### src/rtl/fetch_queue_pkg.sv
// Shared types and constants for the instruction fetch queue.
// The entry layout matches how fetch_queue packs its storage words.
package fetch_queue_pkg;

   localparam int          FQ_WORD_W        = 32;
   localparam int          FQ_DEFAULT_DEPTH = 4;
   localparam logic [31:0] FQ_NOP           = 32'h0000_0000;
   localparam logic [31:0] FQ_PC_INC        = 32'd4;

   typedef struct packed {
      logic [FQ_WORD_W-1:0] pc;
      logic [FQ_WORD_W-1:0] pc_plus4;
      logic [FQ_WORD_W-1:0] instr;
   } fetch_entry_t;

endpackage

### src/rtl/fetch_queue_storage.sv
// DEPTH x ENTRY_W register array for the fetch queue.
// It supports write-at-pointer, read-at-pointer and a synchronous clear of every entry.
module fq_storage
   import fetch_queue_pkg::*;
#(
   parameter int DEPTH   = FQ_DEFAULT_DEPTH,
   parameter int ENTRY_W = 3 * FQ_WORD_W,
   localparam int PTR_W  = $clog2(DEPTH)
) (
   input  logic               clk,
   input  logic               clr,
   input  logic               we,
   input  logic [PTR_W-1:0]   wr_ptr,
   input  logic [ENTRY_W-1:0] wr_data,
   input  logic [PTR_W-1:0]   rd_ptr,
   output logic [ENTRY_W-1:0] rd_data
);

   logic [ENTRY_W-1:0] mem_q [DEPTH];
   logic [ENTRY_W-1:0] mem_d [DEPTH];

   always_comb begin
      for (int i = 0; i < DEPTH; i++) begin
         mem_d[i] = mem_q[i];
         if (clr) begin
            mem_d[i] = '0;
         end else if (we && (wr_ptr == PTR_W'(i))) begin
            mem_d[i] = wr_data;
         end
      end
   end

   always_ff @(posedge clk) begin
      for (int i = 0; i < DEPTH; i++) begin
         mem_q[i] <= mem_d[i];
      end
   end

   // The head is read straight from the flops, so decode sees it in the same cycle as Count.
   assign rd_data = mem_q[rd_ptr];

endmodule

### src/rtl/fetch_queue.sv
// In-order fetch buffer between the PC register / instruction memory and decode.
// It drives PC+4 and PC_EN so that fetch stalls only when the buffer is full.
module fetch_queue
   import fetch_queue_pkg::*;
#(
   parameter int DEPTH = FQ_DEFAULT_DEPTH,
   parameter int WIDTH = FQ_WORD_W,
   localparam int PTR_W = $clog2(DEPTH),
   localparam int CNT_W = PTR_W + 1
) (
   input  logic             CLK,
   input  logic             RST,
   input  logic [WIDTH-1:0] PC_F,
   input  logic [WIDTH-1:0] Instr_F,
   output logic [WIDTH-1:0] PCPlus4_F,
   output logic             PC_EN,
   input  logic             Flush_D,
   input  logic             Stall_D,
   output logic             Valid_D,
   output logic [WIDTH-1:0] Instr_D,
   output logic [WIDTH-1:0] PC_D,
   output logic [WIDTH-1:0] PCPlus4_D,
   output logic [CNT_W-1:0] Count
);

   localparam int ENTRY_W = 3 * WIDTH;

   logic [PTR_W-1:0]   wr_ptr_q, wr_ptr_d;
   logic [PTR_W-1:0]   rd_ptr_q, rd_ptr_d;
   logic [CNT_W-1:0]   count_q,  count_d;
   logic               valid;
   logic               full;
   logic               push;
   logic               pop;
   logic               clr;
   logic [WIDTH-1:0]   pc_plus4;
   logic [ENTRY_W-1:0] wr_entry;
   logic [ENTRY_W-1:0] head_entry;

   assign pc_plus4 = PC_F + WIDTH'(FQ_PC_INC);
   assign valid    = (count_q != '0);
   assign full     = (count_q == CNT_W'(DEPTH));
   assign pop      = valid & ~Stall_D & ~Flush_D;
   assign push     = RST & ~Flush_D & (~full | pop);
   assign clr      = ~RST | Flush_D;
   assign wr_entry = {PC_F, pc_plus4, Instr_F};

   always_comb begin
      wr_ptr_d = wr_ptr_q;
      rd_ptr_d = rd_ptr_q;
      count_d  = count_q;
      if (Flush_D) begin
         wr_ptr_d = '0;
         rd_ptr_d = '0;
         count_d  = '0;
      end else begin
         // Power-of-two depth lets the pointers wrap by plain overflow.
         wr_ptr_d = wr_ptr_q + PTR_W'(push);
         rd_ptr_d = rd_ptr_q + PTR_W'(pop);
         count_d  = count_q + CNT_W'(push) - CNT_W'(pop);
      end
   end

   always_ff @(posedge CLK) begin
      if (!RST) begin
         wr_ptr_q <= '0;
         rd_ptr_q <= '0;
         count_q  <= '0;
      end else begin
         wr_ptr_q <= wr_ptr_d;
         rd_ptr_q <= rd_ptr_d;
         count_q  <= count_d;
      end
   end

   fq_storage #(
      .DEPTH   (DEPTH),
      .ENTRY_W (ENTRY_W)
   ) u_storage (
      .clk     (CLK),
      .clr     (clr),
      .we      (push),
      .wr_ptr  (wr_ptr_q),
      .wr_data (wr_entry),
      .rd_ptr  (rd_ptr_q),
      .rd_data (head_entry)
   );

   assign PCPlus4_F = pc_plus4;
   assign PC_EN     = RST & (push | Flush_D);
   assign Valid_D   = valid;
   assign Count     = count_q;

   // An empty queue presents a NOP to decode rather than stale storage contents.
   assign PC_D      = valid ? head_entry[ENTRY_W-1 -: WIDTH]   : WIDTH'(FQ_NOP);
   assign PCPlus4_D = valid ? head_entry[2*WIDTH-1 -: WIDTH]   : WIDTH'(FQ_NOP);
   assign Instr_D   = valid ? head_entry[WIDTH-1:0]            : WIDTH'(FQ_NOP);

endmodule

### config.mk
export PLATFORM = sky130hd
export DESIGN_NAME = fetch_queue
export DESIGN_NICKNAME = d
export VERILOG_FILES = /design/src/rtl/fetch_queue_pkg.sv /design/src/rtl/fetch_queue_storage.sv /design/src/rtl/fetch_queue.sv
export SDC_FILE = /design/constraint.sdc
export NUM_CORES = 1
export LEC_CHECK = 0
export CORE_AREA = 8 8 141 275
export CTS_CLUSTER_DIAMETER = 60
export DETAILED_ROUTE_END_ITERATION = 10
export DIE_AREA = 0 0 149 283
export PLACE_DENSITY = 0.7
export SYNTH_ARGS = -nofsm -noshare
export SYNTH_HDL_FRONTEND = slang
export SYNTH_SLANG_ARGS = --single-unit
### constraint.sdc
create_clock -name CLK -period 10.9 [get_ports CLK]
set_input_delay 3.27 -clock CLK [delete_from_list [all_inputs] [get_ports CLK]]
set_output_delay 3.27 -clock CLK [all_outputs]
set_load 0.05 [all_outputs]
==> out/metrics.yaml <==
status:
  outcome: "complete, no violations"
global_routing:
  use_met2_pct: 27.75
  gr-usage-met3_pct: 3.896
  grt_start_max_net_pins: 84
  grt_pass1_wl_mm: 53.67
  gr-total-overflow: 0
  top_usage_layer: "met2"
  antenna_found_initial: 0
  globalRouteMet1Util_pct: 20.79
  grt_usage_pct: 16.43
  grt_pass1_vias: 9228
yosys:
  yosys_warnings: 0
  yosysMostFrequentCell: "edfxtp_1"
  netlist_top_cells_count: "edfxtp_1 (376), and2_1 (172), mux4_2 (94)"
  synth_top_area_cell: "edfxtp_1"
  syn_nets: 923
  synth_cell_types: 39
  synth_ff_type: "edfxtp_1"
  synthesis.area_um2: 15910
  avgSynthCellArea_um2: 18.74
  yosysTopAreaCellShare_pct: 70.96
  yosys-top-cells-area: "edfxtp_1 (71%), mux4_2 (13%), and2_1 (6.8%)"
  netlist_instances: 849
  ys_seq_area_share_pct: 71.84
  ys_async_sr_fraction_pct: 0
  synth-seq-cells: 383
  synth-edff-count: 376
setup_path:
  r2r_end: "Count[2]$_SDFF_PP0_"
  r2r_slack_ns: 7.35
  crit_end: "PCPlus4_F[29]"
  required_ns: 7.63
  r2r_cells: 10
  cp_max_fo: 6
  reg2reg_from: "Count[2]$_SDFF_PP0_"
  cp-startpoint: "PC_F[2]"
  end_kind: "output port"
  critPathArrivalTime_ns: 6.36
  critical_path_class: "in -> out"
  startpoint_type: "primary input"
clock_tree:
  cts_tree: "done"
  cts_setup_buffers: 0
  post_cts_resized: 0
  path_clk_slew_ns: 0.06
  clk_latency_ns: 0.51
  hold_buffers: 0
  clk_path_buf_depth: 3
  numCtsBuffers: 34
  cts_sinks: 383
  root_buffer: "clkbuf_16"
  ctsHtreeMaxLevel: 2
placement:
  numPortBuffers: 200
  gp_congestion: 0.8315
  place_hpwl_mm: 20.51
run:
  cap_violations: 0
detailed_routing:
  routed_via_density: 5.462
  routedWlPerCell_um: 22.53
  wirelength_mm: 34.32
  vias: 8318
  drt-pass1-iter-count: 4
  ant_nets: 0
  drc: 0
  drt_iter0_markers: 615
timing:
  final_max_slew_viol_count: 0
  hold_slack_ns: 0.6513
  setup_viol: 0
  relSlewSlack_pct: 21.37
  setup-tns-final_ns: 0
  post-route-min-period_ns: 9.630
  skew_ns: 0.01615
  period_share_pct: 88.35
  hold_viol_final: 0
  fmax_mhz: 103.8
  worst_slew_pin_slew_ns: 1.179
  rsz0062_at_grt: "no"
power_and_ir_drop:
  ir_drop_mv: 0.1404
  power.leakage_nw: 7.058
  p_per_area_nw_per_um2: 162.3
floorplanning:
  dieArea_um2: 42170
  dieWidth_um: 149
  core_area_um2: 35310
  rows: 98
  die-height_um: 283
  initial_utilization_pct: 45.06
  io_pins: 201
cells_and_area:
  nNetsFinal: 1124
  syn_to_final_growth_pct: 22.64
  antennaDiodeCount: 0
  drive_above_1_share_pct: 17.33
min_path:
  hold_path_class: "reg -> reg"
area by class of cell:
type / instances / area [µm²]
Inverter: 8 / 30.03
Clock inverter: 16 / 182.7
Sequential cell: 383 / 11440
Multi-Input combinational cell: 409 / 4287
Tap cell: 450 / 563.0
Clock buffer: 43 / 905.9
Timing Repair Buffer: 214 / 2107
Fill cell: 2753 / 15800
how the worst min path moves through the flow:
stage                     slack [ns]  depth (start not counted)                      to                   start
after detailed placement        0.64                          2     Count[2]$_SDFF_PP0_     Count[2]$_SDFF_PP0_
after global routing            0.71                          2     Count[2]$_SDFF_PP0_     Count[2]$_SDFF_PP0_
after floorplan                 0.54                          2  wr_ptr_q[1]$_SDFF_PP0_  wr_ptr_q[1]$_SDFF_PP0_
after global placement          0.60                          2     Count[2]$_SDFF_PP0_     Count[2]$_SDFF_PP0_
final                           0.65                          2     Count[2]$_SDFF_PP0_     Count[2]$_SDFF_PP0_
after CTS                       0.65                          2     Count[2]$_SDFF_PP0_     Count[2]$_SDFF_PP0_
registers in the layout, summed over array words and instances, names as in the netlist:
name             cells
wr_ptr_q             2
u_storage.mem_q    376
Count                3
rd_ptr_q             2
power breakdown:
group / switching (W) / total, W / internal (W) / leakage (nW)
clock: 0.000497 / 0.00118 / 0.000686 / 0.528
combinational: 0.000145 / 0.000237 / 0.0000922 / 2.26
sequential: 0.0000247 / 0.00175 / 0.00172 / 4.27
cell usage in the layout, fill, tap and decap left out, drive strengths merged, types with 4 or more instances in the layout:
master         count
and3               6
xor2               9
nor2              25
bufinv             4
and2             174
dfxtp              7
clkdlybuf4s50    200
ha                 5
buf               14
nand3             16
edfxtp           376
nand4              6
clkbuf            43
mux4              94
xnor2             22
nand2             10
inv               10
clkinv             9
nor3               5
mux2              15
critical path: stages:
cell and delay (ns):
clkdlybuf4s50_1 0.64, nand4_4 0.20, or4_4 0.65, or4_4 0.58, xnor2_1 0.17, clkdlybuf4s50_1 0.85
logic make-up (layout without fill, tap and decap cells):
kind of cell / Yosys count / after routing / share of synthesized area (%)
buffers and inverters: 57 / 281 / 1.549
AND/OR/NAND/NOR: 257 / 257 / 9.774
multiplexers: 109 / 109 / 14.39
AO/OA/AOI/OAI: 6 / 6 / 0.2202
flip-flops: 383 / 383 / 71.84
XOR/XNOR: 31 / 31 / 1.706
adder cells (fa/ha/maj): 6 / 6 / 0.5190
metal layers:
metal	vias to the layer above	routed length, µm
met2	283	17000
met1	4294	14150
met3	36	2610
li1	3705	-
met5	-	0
met4	0	557
metrics by stage:
stage,power (W),setup WS [ns],util (%),cells,instance area [µm²]
finish,0.003167,1.270,55.26,1523,19510
global route,0.003277,1.206,55.26,1523,19510
CTS,0.003208,1.288,55.26,1523,19510
detailed placement,0.002021,1.314,52.18,1464,18430
global placement,0.002009,1.340,52.18,1464,18430
floorplan,0.001922,0.1753,-,849,15920
Power figures use the tool's default switching activity.
